**src/rtl/keypad_scan_pkg.sv**
```systemverilog
// Shared definitions for the front-panel keypad scanner.
// Holds the matrix geometry, the key-state encoding, the idle column pattern,
// and helpers that turn a sampled key image into a key code.
package keypad_scan_pkg;

  localparam int NUM_COLS = 4;
  localparam int NUM_ROWS = 4;
  localparam int NUM_KEYS = NUM_COLS * NUM_ROWS;

  // Column 0 is driven first after reset.
  localparam logic [NUM_COLS-1:0] COL_RESET = 4'b1110;

  typedef enum logic [1:0] {
    NOKEY   = 2'd0,
    KEYDOWN = 2'd1,
    LOCKOUT = 2'd2
  } kp_state_t;

  // Images are column-major: bit col*NUM_ROWS + row is set when that key is down.
  function automatic logic is_single(input logic [NUM_KEYS-1:0] img);
    return (img != '0) && ((img & (img - 16'd1)) == '0);
  endfunction

  // Key code is row*4 + col of the (single) set bit.
  function automatic logic [3:0] image_to_code(input logic [NUM_KEYS-1:0] img);
    logic [3:0] code;
    code = '0;
    for (int c = 0; c < NUM_COLS; c++) begin
      for (int r = 0; r < NUM_ROWS; r++) begin
        if (img[c*NUM_ROWS + r]) begin
          code = 4'(r * NUM_COLS + c);
        end
      end
    end
    return code;
  endfunction

endpackage

```
**src/rtl/keypad_debounce.sv**
```systemverilog
// Whole-image debouncer: accepts a key image after DB_SCANS identical sweeps in a row.
// Latency: stable/stable_upd update one cycle after the sweep_end that completes the run.
// Backpressure: none; stable_upd is a single-cycle pulse, consumer must take it when it fires.
// Ports: clock, reset (async active-low), snapshot (full image), sweep_end (image complete),
//        stable (last accepted image), stable_upd (pulse when stable is newly loaded).
module keypad_debounce
  import keypad_scan_pkg::*;
#(
  parameter int DB_SCANS = 4
) (
  input  logic                clock,
  input  logic                reset,
  input  logic [NUM_KEYS-1:0] snapshot,
  input  logic                sweep_end,
  output logic [NUM_KEYS-1:0] stable,
  output logic                stable_upd
);

  localparam int            CW      = $clog2(DB_SCANS);
  localparam logic [CW-1:0] CNT_MAX = CW'(DB_SCANS - 1);
  localparam logic [CW-1:0] CNT_ONE = CW'(1);

  logic [NUM_KEYS-1:0] prev;
  logic [CW-1:0]       db_cnt;

  always_ff @(posedge clock or negedge reset) begin
    if (!reset) begin
      prev       <= '0;
      db_cnt     <= '0;
      stable     <= '0;
      stable_upd <= 1'b0;
    end else begin
      stable_upd <= 1'b0;
      if (sweep_end) begin
        if (snapshot != prev) begin
          prev   <= snapshot;
          db_cnt <= '0;
        end else if (db_cnt != CNT_MAX) begin
          db_cnt <= db_cnt + CNT_ONE;
          // Fire only on the step into saturation, so a held image is reported once.
          if (db_cnt == (CNT_MAX - CNT_ONE)) begin
            stable     <= snapshot;
            stable_upd <= 1'b1;
          end
        end
      end
    end
  end

endmodule

```
**src/rtl/keypad_scan.sv**
```systemverilog
// 4x4 matrix keypad scanner: column strobing, row sampling, debounce and single-key events.
// Latency: a key held before a sweep starts gives key_valid ~DB_SCANS*4*SCAN_TICKS + 2 cycles later.
// Backpressure: none; key_valid is a one-cycle pulse, key_code holds until the next accepted key.
// Ports: clock, reset (async active-low), col (active-low one-hot strobes), row (active-low, async),
//        key_code (row*4+col of last accepted key), key_valid (accept pulse), key_held (in KEYDOWN).
module keypad_scan
  import keypad_scan_pkg::*;
#(
  parameter int SCAN_TICKS = 1000,
  parameter int DB_SCANS   = 4
) (
  input  logic                clock,
  input  logic                reset,
  output logic [NUM_COLS-1:0] col,
  input  logic [NUM_ROWS-1:0] row,
  output logic [3:0]          key_code,
  output logic                key_valid,
  output logic                key_held
);

  localparam int            TW        = $clog2(SCAN_TICKS);
  localparam logic [TW-1:0] TICK_LAST = TW'(SCAN_TICKS - 1);
  localparam logic [TW-1:0] TICK_ONE  = TW'(1);

  logic [NUM_ROWS-1:0] row_meta;
  logic [NUM_ROWS-1:0] row_sync;
  logic [TW-1:0]       tick;
  logic [1:0]          col_idx;
  logic [NUM_KEYS-1:0] snapshot;
  logic                sweep_end;
  logic [NUM_KEYS-1:0] stable;
  logic                stable_upd;
  kp_state_t           state;

  // Scanner. Sampling, column rotation and tick clear share the last-tick edge,
  // so every column is driven for exactly SCAN_TICKS cycles. sweep_end is raised
  // the cycle after column 3 is sampled so the debouncer sees the completed image.
  always_ff @(posedge clock or negedge reset) begin
    if (!reset) begin
      row_meta  <= '1;
      row_sync  <= '1;
      tick      <= '0;
      col_idx   <= '0;
      col       <= COL_RESET;
      snapshot  <= '0;
      sweep_end <= 1'b0;
    end else begin
      row_meta  <= row;
      row_sync  <= row_meta;
      sweep_end <= 1'b0;
      if (tick == TICK_LAST) begin
        snapshot[{col_idx, 2'b00} +: NUM_ROWS] <= ~row_sync;
        tick    <= '0;
        col_idx <= col_idx + 2'd1;
        col     <= {col[NUM_COLS-2:0], col[NUM_COLS-1]};
        if (col_idx == 2'd3) begin
          sweep_end <= 1'b1;
        end
      end else begin
        tick <= tick + TICK_ONE;
      end
    end
  end

  keypad_debounce #(
    .DB_SCANS (DB_SCANS)
  ) u_debounce (
    .clock      (clock),
    .reset      (reset),
    .snapshot   (snapshot),
    .sweep_end  (sweep_end),
    .stable     (stable),
    .stable_upd (stable_upd)
  );

  // Key state machine; only moves when a new debounced image arrives.
  always_ff @(posedge clock or negedge reset) begin
    if (!reset) begin
      state     <= NOKEY;
      key_code  <= '0;
      key_valid <= 1'b0;
      key_held  <= 1'b0;
    end else begin
      key_valid <= 1'b0;
      if (stable_upd) begin
        case (state)
          NOKEY: begin
            if (is_single(stable)) begin
              key_code  <= image_to_code(stable);
              key_valid <= 1'b1;
              key_held  <= 1'b1;
              state     <= KEYDOWN;
            end else if (stable != '0) begin
              state <= LOCKOUT;
            end
          end
          KEYDOWN: begin
            if (stable == '0) begin
              key_held <= 1'b0;
              state    <= NOKEY;
            end else if (!(is_single(stable) && image_to_code(stable) == key_code)) begin
              // The same key re-settling after a glitch is not a new press.
              key_held <= 1'b0;
              state    <= LOCKOUT;
            end
          end
          LOCKOUT: begin
            if (stable == '0) begin
              state <= NOKEY;
            end
          end
          default: begin
            key_held <= 1'b0;
            state    <= NOKEY;
          end
        endcase
      end
    end
  end

endmodule

```
**config.mk**
```make
export PLATFORM = sky130hd
export DESIGN_NAME = keypad_scan
export DESIGN_NICKNAME = d
export VERILOG_FILES = /design/src/rtl/keypad_scan_pkg.sv /design/src/rtl/keypad_debounce.sv /design/src/rtl/keypad_scan.sv
export SDC_FILE = /design/constraint.sdc
export NUM_CORES = 1
export LEC_CHECK = 0
export CORE_MARGIN = 2
export CORE_UTILIZATION = 40
export CTS_BUF_LIST = sky130_fd_sc_hd__clkbuf_2
export CTS_CLUSTER_SIZE = 40
export DETAILED_ROUTE_END_ITERATION = 12
export PLACE_DENSITY = 0.67
export SETUP_SLACK_MARGIN = 0.5
export SLEW_MARGIN = 40
export SYNTH_ARGS = -nofsm -noshare
export SYNTH_HDL_FRONTEND = slang
export SYNTH_SLANG_ARGS = --single-unit
```
**constraint.sdc**
```tcl
create_clock -name clock -period 3 [get_ports clock]
set_clock_uncertainty 0.15 [all_clocks]
set_input_delay 0.75 -clock clock [delete_from_list [all_inputs] [get_ports clock]]
set_output_delay 0.75 -clock clock [all_outputs]
set_load 0.02 [all_outputs]
```
Word-level counts from Yosys, hierarchy flattened:

Index checks and enable logic that the tools add are counted.

* flip-flop bits (word level): 84
* output and inout bits: 10

* add/subtract/negate cells: 5
* equal/unequal tests: 12
* shifts and indexed selects: 2
* muxes and demuxes: 41
* bitwise logic cells: 4
* reduce and logical (&&, ||, !) cells: 13

Operators with widths (number)
* 4-bit two-way mux: 17
* 16-bit logical NOT: 2
* 16-bit bitwise AND: 1
* 16-bit bitwise mux: 1
* 16-bit inequality test: 1
* 16-bit nonzero test: 1
* 4-bit by 6-bit variable shift with 16-bit output (first input constant): 1
* 4-bit by 6-bit indexed part select with 16-bit output: 1
* 16-bit by 1-bit subtractor with 16-bit output (second input constant): 1
* 2-bit two-way mux: 7
* 1-bit two-way mux: 12
* 4-bit AND reduction: 3
* 10-bit by 1-bit adder with 10-bit output (second input constant): 1
* 10-bit == test (second input constant): 1
* 10-bit two-way mux: 1
* 2-bit == test (second input constant): 3
* 2-bit inequality test (second input constant): 3
* 3-bit inequality test (second input constant): 2
* 4-bit negation with 6-bit output: 1
* 2-bit one-hot mux with 3 select lines: 1
* 2-bit by 1-bit adder with 2-bit output (second input constant): 2
* 4-bit == test: 1
* 4-bit inverter: 1
* 2-bit AND reduction: 2
* 8 further kinds: 10

Logic depth before layout (Yosys ltp):

* depth after elaboration: 23
* mapped depth: 9
* gate-level depth less buffers: 7

Modules after synthesis:

From an unflattened synthesis, not the netlist that was laid out.

* cell total of the unflattened synthesis: 330
* area, all modules: 3978.8 um2

By module, submodules not included
* keypad_scan: times used 1, cells an instance 224, area an instance 2386.0 um2, seq. area each 1239.9 um2
* keypad_debounce: times used 1, cells an instance 106, area an instance 1592.8 um2, seq. area each 875.8 um2

Least setup slack after synthesis:

Ideal clock, no wire load.

* path kind: register to register
* start point: register u_debounce.stable[1]
* end point: register key_code[0]
* arrival: 1969 ps
* data required time: 2725 ps
* setup slack: 756 ps
* stages on the path, launching flop included: 9
* path buffers: 1
* period minus slack after synthesis: 2244 ps
* cells stage by stage: dfrtp_1 or3_4 o31ai_2 o2111a_1 nand4_2 nor2_2 and2_4 buf_8 mux2_4

* cells in the longest elaborated chain, start to end: 5

Ends and longest elaborated chain
* start, declared: RTL line keypad_debounce.sv:15 `output logic [NUM_KEYS-1:0] stable,`
* start signal, assigned: RTL line keypad_debounce.sv:42 `stable <= snapshot;`
* 16-bit by 1-bit subtractor with 16-bit output: RTL line keypad_scan_pkg.sv:21 `return (img != '0) && ((img & (img - 16'd1)) == '0);`
* 16-bit bitwise AND: RTL line keypad_scan_pkg.sv:21
* 16-bit logical NOT: RTL line keypad_scan_pkg.sv:21
* 1-bit logical AND (*): RTL line keypad_scan_pkg.sv:21
* 3-bit AND reduction (no source line) (*)
* end signal, assigned: RTL line keypad_scan.sv:89 `key_code <= image_to_code(stable);`
* end, declared: RTL line keypad_scan.sv:16 `output logic [3:0] key_code,`

Mark *: on every way between the ends. The rest lies on a longest branch, timed or not.
A chain may end at the register's enable or synchronous reset.

Final worst setup path:

* start point: register col[2]
* end point: output port col[2]

RTL lines
* start, declared: RTL line keypad_scan.sv:14 `output logic [NUM_COLS-1:0] col,`
* start signal, assigned: RTL line keypad_scan.sv:55 `col <= {col[NUM_COLS-2:0], col[NUM_COLS-1]};`

No word-level cell between the ends.

==> results.yml <==
power_and_ir_drop:
  leakage_uw: 0.002069
  combPwrFrac_pct: 1.8
  intPower_uw: 1298
  p_per_area_nw_per_um2: 402.1
  clock_power_share_pct: 33.6
  peakVddDrop_uv: 190.7
  pwr-share-seq_pct: 64.6
  p_switching_uw: 480.9
  p_sw_share_pct: 27.03
placement:
  gp_congestion: 0.8290
  port_buffers: 15
  hpwl_um: 5039
  placedCellCount: 474
clock_tree:
  clk_latency_ns: 0.56
  cts_sinks: 84
  cts_made_buffers: 9
  cts.clk_slew.worst_paths_ns: 0.29
  cts_tree: "yes"
  clk_path_buf_depth: 2
  htreeDepth: 3
  root_buffer: "clkbuf_2"
sta:
  fmax_mhz: 420.5
  rsz0062_at_grt: "no"
  slew-limit-headroom_pct: 61.25
  setup_viol: 0
  whs_ns: 0.2278
  fin_crit_ns: 2.378
  tns_ns: 0
  finalMaxSlewViolations: 0
  hold_viol: 0
  period_share_pct: 79.27
  worstMarginPinSlew_ns: 0.5812
global_route:
  grt_max_degree: 44
  grt_pass1_vias: 2369
  grt-ovfl-total: 0
  grt_pass1_wl_um: 11580
  antenna_found_initial: 0
  globalRouteTotalUtil_pct: 14.19
drt:
  wirelength_um: 6987
  dr.first_iter.drc_count: 130
  antenna_left: 0
  vias: 2531
  vias_per_cell: 5.134
  wire_per_inst_um: 14.17
  drc_errors: 0
  dr.pass1.iters: 4
synth:
  syn_inst: 331
  yosysSeqAreaShare_pct: 53.65
  synthTopCellsByArea: "dfrtp_1 46%, mux2_2 10%, dfstp_2 7.3%"
  synth_ff_type: "dfrtp_1"
  synth-warning-count: 0
  synth-edff-count: 0
  syn_area_per_cell_um2: 11.91
  synth_top_area_share_pct: 46.32
  syn-cell-area_um2: 3944
  synth_nets: 345
  ys_ff_latch: 84
  netlist_top_cells_count: "73 x dfrtp_1, 36 x mux2_2, 34 x nand2_1"
  synth_area_leader_cell: "dfrtp_1"
  yosysUniqueCellTypes: 52
  synthArstFlopShare_pct: 100.0
  yosysMostFrequentCell: "dfrtp_1"
floorplanning:
  die_area_um2: 10670
  start_util_pct: 40.72
  core_um2: 9684
  rows: 36
  ios: 16
  chipHeight_um: 103.3
  die_w_um: 103.3
worst_setup_path:
  crit_start: "col[2]"
  r2r-start: "u_debounce.stable[0]"
  rr_endpoint: "key_code[1]"
  cp_top_family: "flip-flops"
  rrSetupSlack_ns: 0.67
  crit_fanout: 3
  slowest_delay_ns: 0.60
  cp_data_required_time_ns: 2.10
  path_class: "flop to output pin"
  end_kind: "output pin"
  crit_buf_inv: 1
  arrival_ns: 1.48
  worst_path_max_delay_cell: "dfstp_2"
  start_kind: "flop"
  crit_end: "col[2]"
  cp_cell_sequence: "dlygate4sd2_1"
  crit_cells: 1
  ff2ff_path_depth: 7
flow_run:
  drv_cap: 0
cells_and_area:
  diodes: 0
  final_cells: 493
  drive_above_1_share_pct: 24.44
  area_growth_pct: 12.18
  final_nets: 369
min_path:
  whs_path_depth: 0
  hold_class: "flop to flop"
status:
  status: "finished clean"
## registers in the layout (all words and copies together) (netlist names), 2 cells and up
signal and count:
row_meta 4, u_debounce.stable 16, key_code 4, u_debounce.prev 16
row_sync 4, u_debounce.db_cnt 2, snapshot 16, col 4
tick 10, col_idx 2, state 2
## metrics by stage
step	utilization [%]	setup WS [ns]	total power, uW	instance area (um^2)
final	45.68	0.6220	1779	4424
after global routing	45.68	0.5098	1860	4424
after CTS	45.26	0.5036	1806	4383
after detailed placement	43.81	0.5745	1201	4243
after global placement	43.81	0.6428	1200	4243
after floorplan	-	0.7561	1166	3944
## timing repair
item                                    4_1_cts  5_1_grt
endpoints found under the setup margin        8       48
hold buffers                                  1        0
pin swaps                                     0        2
gates cloned                                  0        0
setup buffers                                 1        1
endpoints found under the hold margin        17        0
resized for setup                             7       11
## cells by family (layout without fill, tap and decap cells)
logic type,after synthesis,count (layout),share of synthesized area (%)
AO/OA/AOI/OAI,52,52,9.201
XOR/XNOR,26,26,5.774
adder cells (fa/ha/maj),10,10,3.046
buffers and inverters,19,48,2.316
flip-flops,84,84,53.65
multiplexers,40,40,11.68
AND/OR/NAND/NOR,100,100,14.34
## final cells by class
class                      count  area [um^2]
tap                          133        166.4
sequential                    84         2117
fill                         898         5260
timing repair buffer          21        210.2
clock buffer                   9        45.04
multi-input combinational    228         1768
inverter                      11        41.29
clock inverter                 7        76.32
## cells in the final DEF, fill, tap and decap left out, types with 2 or more instances in the layout
cell type,n
nor4_4,3
dlymetal6s2s_1,4
dlygate4sd2_1,6
dfstp_2,11
a311oi_1,2
nand2_1,34
a221oi_1,2
o21ai_1,3
nor3_1,2
o31ai_2,2
dfrtp_1,72
o31ai_1,16
a41oi_1,2
maj3_1,2
nand3_1,5
mux2_2,36
a21o_1,2
nor2b_1,4
xor2_1,4
nand2b_1,3
a21oi_1,7
mux2_4,3
buf_4,5
nor3b_1,2
inv_1,11
clkdlybuf4s50_1,4
nand4_1,8
inv_6,2
xnor2_1,22
o21ai_0,9
nor2_1,18
or3_1,2
nand3b_1,4
nor4_1,3
inv_8,3
ha_1,8
clkbuf_2,9
## worst min-delay path by stage
stage                start          end  slack [ns]
4_1_cts        row_meta[1]  row_sync[1]        0.23
6_report       row_meta[0]  row_sync[0]        0.23
5_1_grt        row_meta[2]  row_sync[2]        0.23
2_1_floorplan  row_meta[0]  row_sync[0]        0.20
3_3_place_gp   row_meta[2]  row_sync[2]        0.20
3_5_place_dp   row_meta[1]  row_sync[1]        0.20
## power by group through the flow
| stage | clock network, uW | registers [uW] | logic [uW] |
|---|---|---|---|
| floorplan | 0 | 1170 | 0.00532 |
| detailed placement | 0 | 1170 | 32.6 |
| global route | 671 | 1150 | 37.1 |
| CTS | 621 | 1150 | 33.7 |
| finish | 598 | 1150 | 31.5 |
| global placement | 0 | 1170 | 32.1 |
## routing by layer
layer	part of all wire [%]	vias up	global-route usage, %
li1	-	1245	-
met1	49	1237	19.35
met2	46	37	22.43
met3	3.1	12	4.301
met4	1.3	0	3.340
met5	0	-	0
Power figures use the tool's default switching activity.
